`config.mk`:
```
export PLATFORM = sky130hd
export DESIGN_NAME = sd_seq_burst_gen
export DESIGN_NICKNAME = d
export VERILOG_FILES = /design/src/rtl/sd_seq_burst_gen.sv
export SDC_FILE = /design/constraint.sdc
export NUM_CORES = 1
export LEC_CHECK = 0
export ABC_CLOCK_PERIOD_IN_PS = 3600
export BUFFER_PORTS_ARGS = -buffer_cell sky130_fd_sc_hd__buf_2
export CORE_MARGIN = 2
export CORE_UTILIZATION = 45
export CTS_CLUSTER_DIAMETER = 100
export DETAILED_ROUTE_END_ITERATION = 8
export PLACE_DENSITY = 0.75
export SYNTH_ARGS = -nofsm -noshare
export SYNTH_HDL_FRONTEND = slang
export SYNTH_SLANG_ARGS = --single-unit
```
`constraint.sdc`:
```
create_clock -name clk -period 3.6 [get_ports clk]
set_clock_uncertainty 0.2 [all_clocks]
set_input_delay 0.18 -clock clk [delete_from_list [all_inputs] [get_ports clk]]
set_output_delay 0.18 -clock clk [all_outputs]
set_load 0.02 [all_outputs]
```
`src/rtl/sd_seq_burst_gen.sv`:
```
// rtl/sd_seq_burst_gen.sv - srdy/drdy burst/gap shaped incrementing sequence producer
// Optional SDLIB_SEQ_GEN_ERRINJ_EN adds err_inj: a flagged transfer advances seq by 2.
module sd_seq_burst_gen #(
   parameter int width      = 8,
   parameter int tag_sz     = 1,
   parameter int tag_val    = 0,
   parameter int burst_len  = 4,
   parameter int gap_cycles = 2
) (
   input  logic             clk,
   input  logic             reset,
   input  logic             go,
   input  logic [15:0]      count,
`ifdef SDLIB_SEQ_GEN_ERRINJ_EN
   input  logic             err_inj,
`endif
   output logic             p_srdy,
   input  logic             p_drdy,
   output logic [width-1:0] p_data,
   output logic             busy,
   output logic             done
);
   localparam int CS = width - tag_sz;
   localparam int BW = $clog2(burst_len + 1);
   localparam int GW = (gap_cycles < 1) ? 1 : $clog2(gap_cycles + 1);
   localparam logic [tag_sz-1:0] TAG  = tag_sz'(tag_val);
   localparam logic [BW-1:0]     BLEN = BW'(burst_len);
   localparam logic [GW-1:0]     GLEN = GW'(gap_cycles);

   typedef enum logic [1:0] {IDLE, RUN, GAP} state_t;

   state_t          state_q, state_d;
   logic [CS-1:0]   seq_q, seq_d;
   logic [15:0]     remaining_q, remaining_d;
   logic [BW-1:0]   burst_cnt_q, burst_cnt_d;
   logic [GW-1:0]   gap_cnt_q, gap_cnt_d;
   logic            srdy_q, srdy_d;
   logic            busy_q, busy_d;
   logic            done_q, done_d;
   logic [CS-1:0]   seq_inc;

`ifdef SDLIB_SEQ_GEN_ERRINJ_EN
   assign seq_inc = err_inj ? CS'(2) : CS'(1);
`else
   assign seq_inc = CS'(1);
`endif

   always_ff @(posedge clk or posedge reset) begin
      if (reset) begin
         state_q     <= IDLE;
         seq_q       <= '0;
         remaining_q <= '0;
         burst_cnt_q <= '0;
         gap_cnt_q   <= '0;
         srdy_q      <= 1'b0;
         busy_q      <= 1'b0;
         done_q      <= 1'b0;
      end else begin
         state_q     <= state_d;
         seq_q       <= seq_d;
         remaining_q <= remaining_d;
         burst_cnt_q <= burst_cnt_d;
         gap_cnt_q   <= gap_cnt_d;
         srdy_q      <= srdy_d;
         busy_q      <= busy_d;
         done_q      <= done_d;
      end
   end

   always_comb begin
      state_d     = state_q;
      seq_d       = seq_q;
      remaining_d = remaining_q;
      burst_cnt_d = burst_cnt_q;
      gap_cnt_d   = gap_cnt_q;
      srdy_d      = srdy_q;
      busy_d      = busy_q;
      done_d      = 1'b0;
      unique case (state_q)
         IDLE: begin
            if (go) begin
               if (count != 16'd0) begin
                  state_d     = RUN;
                  remaining_d = count;
                  burst_cnt_d = '0;
                  busy_d      = 1'b1;
                  srdy_d      = 1'b1;
               end else begin
                  done_d = 1'b1;
               end
            end
         end
         RUN: begin
            if (p_drdy) begin
               seq_d       = seq_q + seq_inc;
               remaining_d = remaining_q - 16'd1;
               if (remaining_q == 16'd1) begin
                  // last item: finish without a trailing gap even on a burst boundary
                  state_d     = IDLE;
                  srdy_d      = 1'b0;
                  busy_d      = 1'b0;
                  done_d      = 1'b1;
                  burst_cnt_d = '0;
               end else if (burst_cnt_q + BW'(1) == BLEN) begin
                  burst_cnt_d = '0;
                  if (gap_cycles != 0) begin
                     state_d   = GAP;
                     gap_cnt_d = GLEN;
                     srdy_d    = 1'b0;
                  end
               end else begin
                  burst_cnt_d = burst_cnt_q + BW'(1);
               end
            end
         end
         GAP: begin
            gap_cnt_d = gap_cnt_q - GW'(1);
            if (gap_cnt_q == GW'(1)) begin
               state_d = RUN;
               srdy_d  = 1'b1;
            end
         end
         default: state_d = IDLE;
      endcase
   end

   assign p_srdy = srdy_q;
   assign p_data = {TAG, seq_q};
   assign busy   = busy_q;
   assign done   = done_q;
endmodule

```
# --- After elaboration in Yosys (flattened, before gate mapping) ---
# Cells that the tools add are included.
word_totals:
  ram_bits: 0
  regBits: 33
  inputBits: 20
  memories: 0
  output_inout_bits: 11
  mem_bits_ro: 0
  latch_bits: 0
  wordCells: 71
classes:
  muxes: 35
  add_sub_neg: 4
  magnitude_cmp: 0
  multipliers: 0
  n_bitwise: 0
  n_reduce_logical: 11
  eq_ne: 13
  shifts: 0
  div_mod_pow: 0
ops:
  columns: ["op", "n"]
  rows:
  - ["16-bit 2-to-1 mux", 3]
  - ["16-bit one-hot mux with 2 select lines", 1]
  - ["16-bit by 1-bit equality test with 1-bit output, second input constant", 1]
  - ["2-bit 2-to-1 mux", 8]
  - ["16-bit nonzero test", 1]
  - ["16-bit by 1-bit subtractor with 16-bit output, second input constant", 1]
  - ["3-bit 2-to-1 mux", 5]
  - ["2-bit inequality test, second input constant", 7]
  - ["1-bit 2-to-1 mux", 12]
  - ["5-bit AND reduction", 2]
  - ["4-bit AND reduction", 2]
  - ["7-bit by 1-bit adder with 7-bit output, second input constant", 1]
  - ["2-bit one-hot mux with 3 select lines", 1]
  - ["3-bit one-hot mux with 2 select lines", 1]
  - ["6-bit AND reduction", 1]
  - ["2-bit by 1-bit equality test with 1-bit output, second input constant", 2]
  - ["1-bit one-hot mux with 2 select lines", 2]
  - ["2-bit one-hot mux with 2 select lines", 1]
  - ["2-bit nonzero test", 2]
  - ["3-bit by 1-bit adder with 3-bit output, second input constant", 1]
  - ["3-bit equality test, second input constant", 1]
  - ["3-bit inequality test, second input constant", 1]
  - ["1-bit one-hot mux with 3 select lines", 1]
  - ["3-bit nonzero test", 1]
  - ["other kinds (4)", 4]

# --- Longest topological paths before layout ---
# Gate-level depths: netlist of run 1.
logic_depth:
  word_depth: 6
  ltp_mapped: 7

# --- Worst setup path after synthesis of run 1 ---
# OpenSTA, ideal clock, no wires.
synth_path:
  path_type: "reg-to-reg"
  start: "reg remaining_q[0]"
  end: "reg remaining_q[12]"
  path_stages_with_launch: 8
  arrival_time_ns: 1.768
  required_ns: 3.279
  path_buffers: 1
  path_slack_ns: 1.510
  cell_sequence: "dfrtp_1 -> inv_1 -> ha_1 -> or4b_1 -> buf_6 -> nor4_4 -> a31oi_1 -> o22a_1"
synth_via:
  elab_chain_len: 3
synth_rtl:
  columns: ["element", "line", "source"]
  rows:
  - ["from (decl)", "34", "logic [15:0] remaining_q, remaining_d;"]
  - ["from (signal assigned)", "61", "remaining_q <= remaining_d;"]
  - ["16-bit by 1-bit subtractor with 16-bit output", "96", "remaining_d = remaining_q - 16'd1;"]
  - ["16-bit 2-to-1 mux", "94", "if (p_drdy) begin"]
  - ["16-bit one-hot mux with 2 select lines", "79", "unique case (state_q)"]
# Every way passes these cells. The select of a mux whose other input is x is not followed.
# A chain may end at the register's enable or synchronous reset.

# --- Worst setup path after layout of run 1 ---
layout_path:
  start: "in count[1]"
  end: "reg remaining_q[10]"
layout_via:
  elab_chain_len: 3
layout_rtl:
  columns: ["element", "line", "source"]
  rows:
  - ["from (decl)", "13", "input logic [15:0] count,"]
  - ["16-bit nonzero test", "82", "if (count != 16'd0) begin"]
  - ["2-bit inequality test (no source line)", null, null]
  - ["4-bit AND reduction (no source line)", null, null]
# Every way passes these cells.

==> summary.txt, run 1 <==
Initial Util - 45.9%
Max Freq - 365 MHz
wire per inst - 17.0 um
Post-synth top flop - dfrtp_1
# fillers - 424
Max-Cap Viols - 0
Synth area leader - dfrtp_1
antenna fix cells - 0
CTS tree - done
register area - 826 sq um
synth warn - 0
placed cell area - 2300 sq um
first-pass GRT wire length - 8.69 mm
Top-Level Pins - 31
Max-slew headroom - 41.9%
Finished Cell Area - 2410 sq um
average cell area after synthesis - 9.56 sq um
Synth Area in XOR/XNOR - 2.86%
minimum clock period - 2.74 ns
Async S/R FF share, synth - 100%
Hold Path Class - primary input to flop
Core Area - 4660 sq um
Setup violations, final - 0
#FFs+latches synth - 33
max-slew violations - 0
1st-pass router iterations - 4
Reg2Reg Depth - 4
main combinational cell family by area after synthesis - compound AO/OA/AOI/OAI gates
post_cts resized - 0
Post-Syn Nets - 250
NumNets Final - 276
multi-input logic area - 1200 sq um
mux share of post-synthesis cell area - 3.51%
Routed WL - 5.19 mm
WS Path Type - primary input to flop
area grow syn2layout - 12.4%
CTS H-tree lvls - 2
Clock Latency Late Sink - 0.29 ns
total CTS buffers - 5
Cell variety after synth - 66
routed vias - 1912
vias per inst - 6.27
ANT nets after route - 0
critical path peak fanout - 15
LEAKAGE - 1.06 nW
GP Congestion - 0.821
crit end category - flop
Area contributors post-synth - dfrtp_1 39%, nor2_1 3.7%, ha_1 3.5%
Syn Inst Count - 224
RSZ-0062 raised after global routing - no
Worst EP arrival - 2.77 ns
Synth Area in Simple Gates - 22.3%
Die ar. - 5330 sq um
pin count of the biggest net entering global routing - 34
reg2reg setup slack - 1.04 ns
most frequent cells after synthesis - 33 x dfrtp_1, 21 x nor2_1, 11 x inv_1, 10 x nand2_1, 8 x clkbuf_1
IO Port Bufs - 29
r2r endpoint - remaining_q[10]
Synth Cell Area - 2140 sq um
highest ir drop seen on vdd - 367 uV
setup slack at placement - 1.08 ns
CTS max path bufs - 2
outcome - finished clean
Rows - 25
number of post-CTS setup repair buffers - 0
count leader, synth - dfrtp_1
Hold Crit Depth - 3
HP Start - count[4]
detailed placement HPWL - 3.73 mm
top-area cell type share of the netlist area - 38.6%
share of cells above drive strength 1 - 22.3%
final critical-path share of the clock period - 76.2%
Clk pin slew, worst setup/hold paths - 0.07 ns
Critical Path Start Type - primary input
Power Density - 791 nW/um^2
total gr overflow - 0
measured slew at the worst slew-check pin - 0.864 ns
Post-synth EDFFs - 0
Synth Area in Compound Gates - 23.8%
Hold EP - remaining_q[4]
setup TNS - 0 ns
Root Driver - clkbuf_8
Die H - 73.0 um
Synth Area in Adders - 3.51%
die width - 73.0 um
RR Startpoint - state_q[1]
CTS sink cnt - 33
Seq/Total Area, Yosys - 38.6%
vias in the first global route - 1844
initial antenna violation count - 0
drt drc - 0
Total GRT Usage - 20.9%
Initial DRC Count - 214
hold buffer count at CTS - 2
Critical Path RT - 3.63 ns
worst setup margin - 0.858 ns
endpoints failing hold - 0
==> worst max-delay path by stage <==
stage | startpoint | endpoint | slack, ns | cells past startpoint
finish | count[1] | remaining_q[10] | 0.86 | 6
global route | count[1] | remaining_q[10] | 0.76 | 6
CTS | count[1] | remaining_q[7] | 0.93 | 6
detailed placement | state_q[1] | remaining_q[7] | 1.08 | 4
floorplan | remaining_q[0] | remaining_q[12] | 1.51 | 7
global placement | state_q[1] | remaining_q[7] | 1.16 | 4
==> stage by stage <==
stage	power, mW	hold slack [ns]	cells	util [%]
after CTS	1.91	0.0211	305	51.6
after detailed placement	1.63	0.0967	295	49.4
final	1.90	0.0223	305	51.6
after floorplan	1.40	0.109	224	-
after global routing	2.05	0.0291	305	51.6
after global placement	1.60	0.0985	295	49.4
==> flip-flops by register name, indices dropped and copies added, names as in the netlist <==
| register | flops |
|---|---|
| gap_cnt_q | 2 |
| burst_cnt_q | 3 |
| seq_q | 7 |
| p_srdy | 1 |
| busy | 1 |
| done | 1 |
| remaining_q | 16 |
| state_q | 2 |
==> final cells by class <==
cell class                 instances  share of cell area (%)
timing repair buffer              34                    7.80
clock buffer                       6                    3.02
clock inverter                     2                   0.416
inverter                          11                    1.72
tap                               54                    2.81
sequential                        33                    34.3
multi-input combinational        165                    49.9
==> critical path, stage by stage <==
cell and delay, ns:
dlygate4sd3_1 0.54, buf_2 0.13, nor4_1 0.45, nand3_1 0.50
o21ai_1 0.72, o22a_1 0.25
==> cells by family after synthesis <==
logic type,Yosys count
muxes,7
and+or+nand+nor,78
AOI/OAI and AO/OA,66
buffers and inverters,26
adders and majority gates,6
DFF,33
xor gates and xnor gates,7
other,1
==> per-layer routing <==
layer | vias to the layer above | global-route usage, % | wire length (um)
li1 | 909 | - | -
met1 | 918 | 26.4 | 2320
met2 | 74 | 34.6 | 2460
met3 | 11 | 3.73 | 276
met4 | 0 | 9.67 | 130
met5 | - | 0 | 0
==> cell usage in the layout (no fill, tap or decap), drive strengths merged, types with 3 or more instances in the layout <==
cell type,count
nand4,5
a2bb2oi,4
o2bb2ai,3
nand2b,3
nor4,9
o22a,3
o221a,3
nand2,10
buf,32
dfrtp,33
nand3,4
clkbuf,6
nor3,5
mux2,4
and3,6
a22o,3
xnor2,5
inv,11
a31oi,6
a221oi,3
or3,3
a21oi,7
o221ai,4
o21ai,6
o22ai,3
ha,6
o211ai,3
nor2,21
mux2i,3
==> power breakdown <==
part | total, mW | internal [mW] | leakage (nW) | switching (mW)
Combinational | 0.886 | 0.392 | 0.619 | 0.494
Clock | 0.273 | 0.134 | 0.0450 | 0.139
Sequential | 0.745 | 0.539 | 0.393 | 0.206
Total | 1.90 | 1.06 | 1.06 | 0.839
No activity file was read; power rests on OpenSTA's default activity.
==> inputs of run 2 (changes only) <==
ABC_CLOCK_PERIOD_IN_PS = 2400   (was 3600)
PLACE_DENSITY = 0.78   (was 0.75)
clock period = 2.4 ns   (was 3.6 ns; I/O delays follow)
==> run 2 against run 1 <==
Final cell count is 7.2% higher; core utilization is 4.4 points higher; sequential cell count stayed put; worst setup slack got worse by 0.67 ns; non-clock buffer count rose by 22; hold slack worse by 0.0035 ns; largest cell class unchanged; power is 58% higher; via count is 6.9% higher.
==> summary.txt, run 2 (same netlist as run 1, synthesis figures left out) <==
Hold Path Class - primary input to flop (unchanged)
placed cell area - 2420 sq um (was 2300 sq um)
highest ir drop seen on vdd - 466 uV (was 367 uV)
Root Driver - clkbuf_8 (unchanged)
combinational power share - 47.8% (was 46.5%)
P_sw - 1.28 mW (was 0.839 mW)
Core Util, Final - 56.1% (was 51.6%)
Max-slew headroom - 56.3% (was 41.9%)
Hold Crit Depth - 3 (unchanged)
Die ar. - 5330 sq um (unchanged)
Clk pwr share - 15.3% (was 14.4%)
LEAKAGE - 1.17 nW (was 1.06 nW)
critical path peak fanout - 7 (was 15)
DP Cell Count - 311 (was 295)
Reg power frac - 36.9% (was 39.1%)
antenna fix cells - 0 (unchanged)
switch share - 42.4% (was 44.1%)
routed vias - 2043 (was 1912)
outcome - finished clean (unchanged)
Most flops, register - remaining_q (unchanged)
Worst path max stage delay - 0.56 ns (was 0.72 ns)
HP Start - count[0] (was count[4])
Largest register FFs - 16 (unchanged)
Clk pin slew, worst setup/hold paths - 0.07 ns (about the same)
commonest non-fill, non-tap cells in the layout - 33 x dfrtp_1, 29 x buf_2, 21 x nor2_1 (unchanged)
RR Startpoint - remaining_q[0] (was state_q[1])
critical-path cell list - inv_1 -> ha_1 -> or4b_4 -> nor3_1 -> o221ai_1 -> a2bb2oi_1 (was dlygate4sd3_1 -> buf_2 -> nor4_1 -> nand3_1 -> o21ai_1 -> o22a_1)
first-pass GRT wire length - 9.02 mm (was 8.69 mm)
initial antenna violation count - 0 (unchanged)
final critical-path share of the clock period - 92.1%
NumNets Final - 298 (was 276)
Int Pwr - 1.74 mW (was 1.06 mW)
CTS tree - done (unchanged)
GP Congestion - 0.877 (was 0.821)
die width - 73.0 um (unchanged)
Max-Cap Viols - 0 (unchanged)
drt drc - 0 (unchanged)
1st-pass router iterations - 5 (was 4)
Routed WL - 5.50 mm (was 5.19 mm)
Cell Count, Final, Fillers Out - 327 (was 305)
Top-Level Pins - 31 (unchanged)
RSZ-0062 raised after global routing - no (unchanged)
Reg2Reg Depth - 6 (was 4)
CTS max path bufs - 2 (unchanged)
Rows - 25 (unchanged)
pin count of the biggest net entering global routing - 34 (unchanged)
vias per inst - 6.25 (was 6.27)
max-slew violations - 0 (unchanged)
wire per inst - 16.8 um (was 17.0 um)
Hold EP - remaining_q[0] (was remaining_q[4])
crit end category - flop (unchanged)
total CTS buffers - 5 (unchanged)
most common cell after layout, fill and taps aside - dfrtp_1 (unchanged)
Max Freq - 452 MHz
endpoints failing hold - 0 (unchanged)
area grow syn2layout - 22.0% (was 12.4%)
Initial DRC Count - 162 (was 214)
share of cells above drive strength 1 - 27.5% (was 22.3%)
measured slew at the worst slew-check pin - 0.656 ns (was 0.864 ns)
IO Port Bufs - 29 (unchanged)
Core Area - 4660 sq um (unchanged)
Initial Util - 45.9% (unchanged)
minimum clock period - 2.21 ns
WS Path Type - flop to flop (was primary input to flop)
ANT nets after route - 0 (unchanged)
Worst path slowest cell - or4b_4 (was o21ai_1)
Critical Path RT - 2.41 ns (was 3.63 ns)
Power Density - 1150 nW/um^2 (was 791 nW/um^2)
CTS H-tree lvls - 2 (unchanged)
Clock Latency Late Sink - 0.29 ns (about the same)
reg2reg setup slack - 0.19 ns (was 1.04 ns)
Worst EP arrival - 2.22 ns (was 2.77 ns)
setup TNS - 0 ns (unchanged)
Die H - 73.0 um (unchanged)
total gr overflow - 0 (unchanged)
biggest regs - remaining_q x16, seq_q x7, burst_cnt_q x3 (unchanged)
setup slack at placement - -0.0160 ns (was 1.08 ns)
detailed placement HPWL - 3.92 mm (was 3.73 mm)
CTS sink cnt - 33 (unchanged)
Setup violations, final - 0 (unchanged)
number of post-CTS setup repair buffers - 0 (unchanged)
r2r endpoint - remaining_q[8] (was remaining_q[10])
worst setup margin - 0.189 ns (was 0.858 ns)
Finished Cell Area - 2610 sq um (was 2410 sq um)
# fillers - 394 (was 424)
Total GRT Usage - 21.8% (was 20.9%)
vias in the first global route - 1952 (was 1844)
Critical Path Start Type - flop (was primary input)
run 2: changes by cell type in the layout (fill, tap and decap cells not counted), sizes merged:
| cell | change |
|---|---|
| dlygate4sd3 | +6 |
| buf | +16 |
| clkinv | -1 |
| clkbuf | +1 |
run 2: cell type report:
| type | instances | area (sq um) | share of cell area [%] |
|---|---|---|---|
| tap | 54 | 67.6 | 2.59 |
| clock buffer | 7 | 96.3 | 3.69 |
| multi-input combinational | 165 | 1210 | 46.3 |
| timing repair buffer | 56 | 368 | 14.1 |
| inverter | 11 | 41.3 | 1.58 |
| clock inverter | 1 | 5.00 | 0.192 |
| sequential | 33 | 826 | 31.6 |
run 2: how the worst max path moves through the flow:
stage	start	end	slack [ns]
final	remaining_q[0]	remaining_q[8]	0.19
after global routing	remaining_q[0]	remaining_q[8]	0.05
after CTS	remaining_q[0]	remaining_q[8]	0.07
after detailed placement	state_q[0]	burst_cnt_q[0]	-0.02
after global placement	state_q[0]	burst_cnt_q[0]	0.05
after floorplan	remaining_q[0]	remaining_q[12]	0.31
run 2: power groups by stage:
stage                     clock network (mW)  logic, mW  registers [mW]
after floorplan                            0      0.969            1.13
after global placement                     0       1.38            1.10
after detailed placement                   0       1.41            1.12
after CTS                              0.471       1.43            1.11
after global routing                   0.492       1.59            1.15
final                                  0.463       1.44            1.11
run 2: layer usage:
layer  vias to the layer above  GRT usage (%)  wire length (um)
li1                        951              -                 -
met4                         0           10.1               120
met1                       993           26.8              2340
met5                         -              0                 0
met2                        85           37.1              2680
met3                        14           4.14               352
run 2: through the flow:
stage	power (mW)	hold slack, ns
floorplan	2.10	0.0489
global placement	2.48	0.0293
detailed placement	2.53	0.0370
CTS	3.01	0.0160
global route	3.22	0.0409
finish	3.02	0.0188
run 2: critical path: cells and delay by family, from the launching register on:
family / cells / cell delay [ns]
DFF: 1 / 0.40
adders and majority gates: 1 / 0.20
buffers and inverters: 1 / 0.09
and+or+nand+nor: 2 / 0.87
AOI/OAI and AO/OA: 2 / 0.36
run 2: what timing repair did:
action / CTS / global route
gates resized for setup: 1 / 1
endpoints found under the setup margin: 3 / 3
hold buffers: 8 / 0
hold endpoints to repair: 40 / 0
cloned: 0 / 0
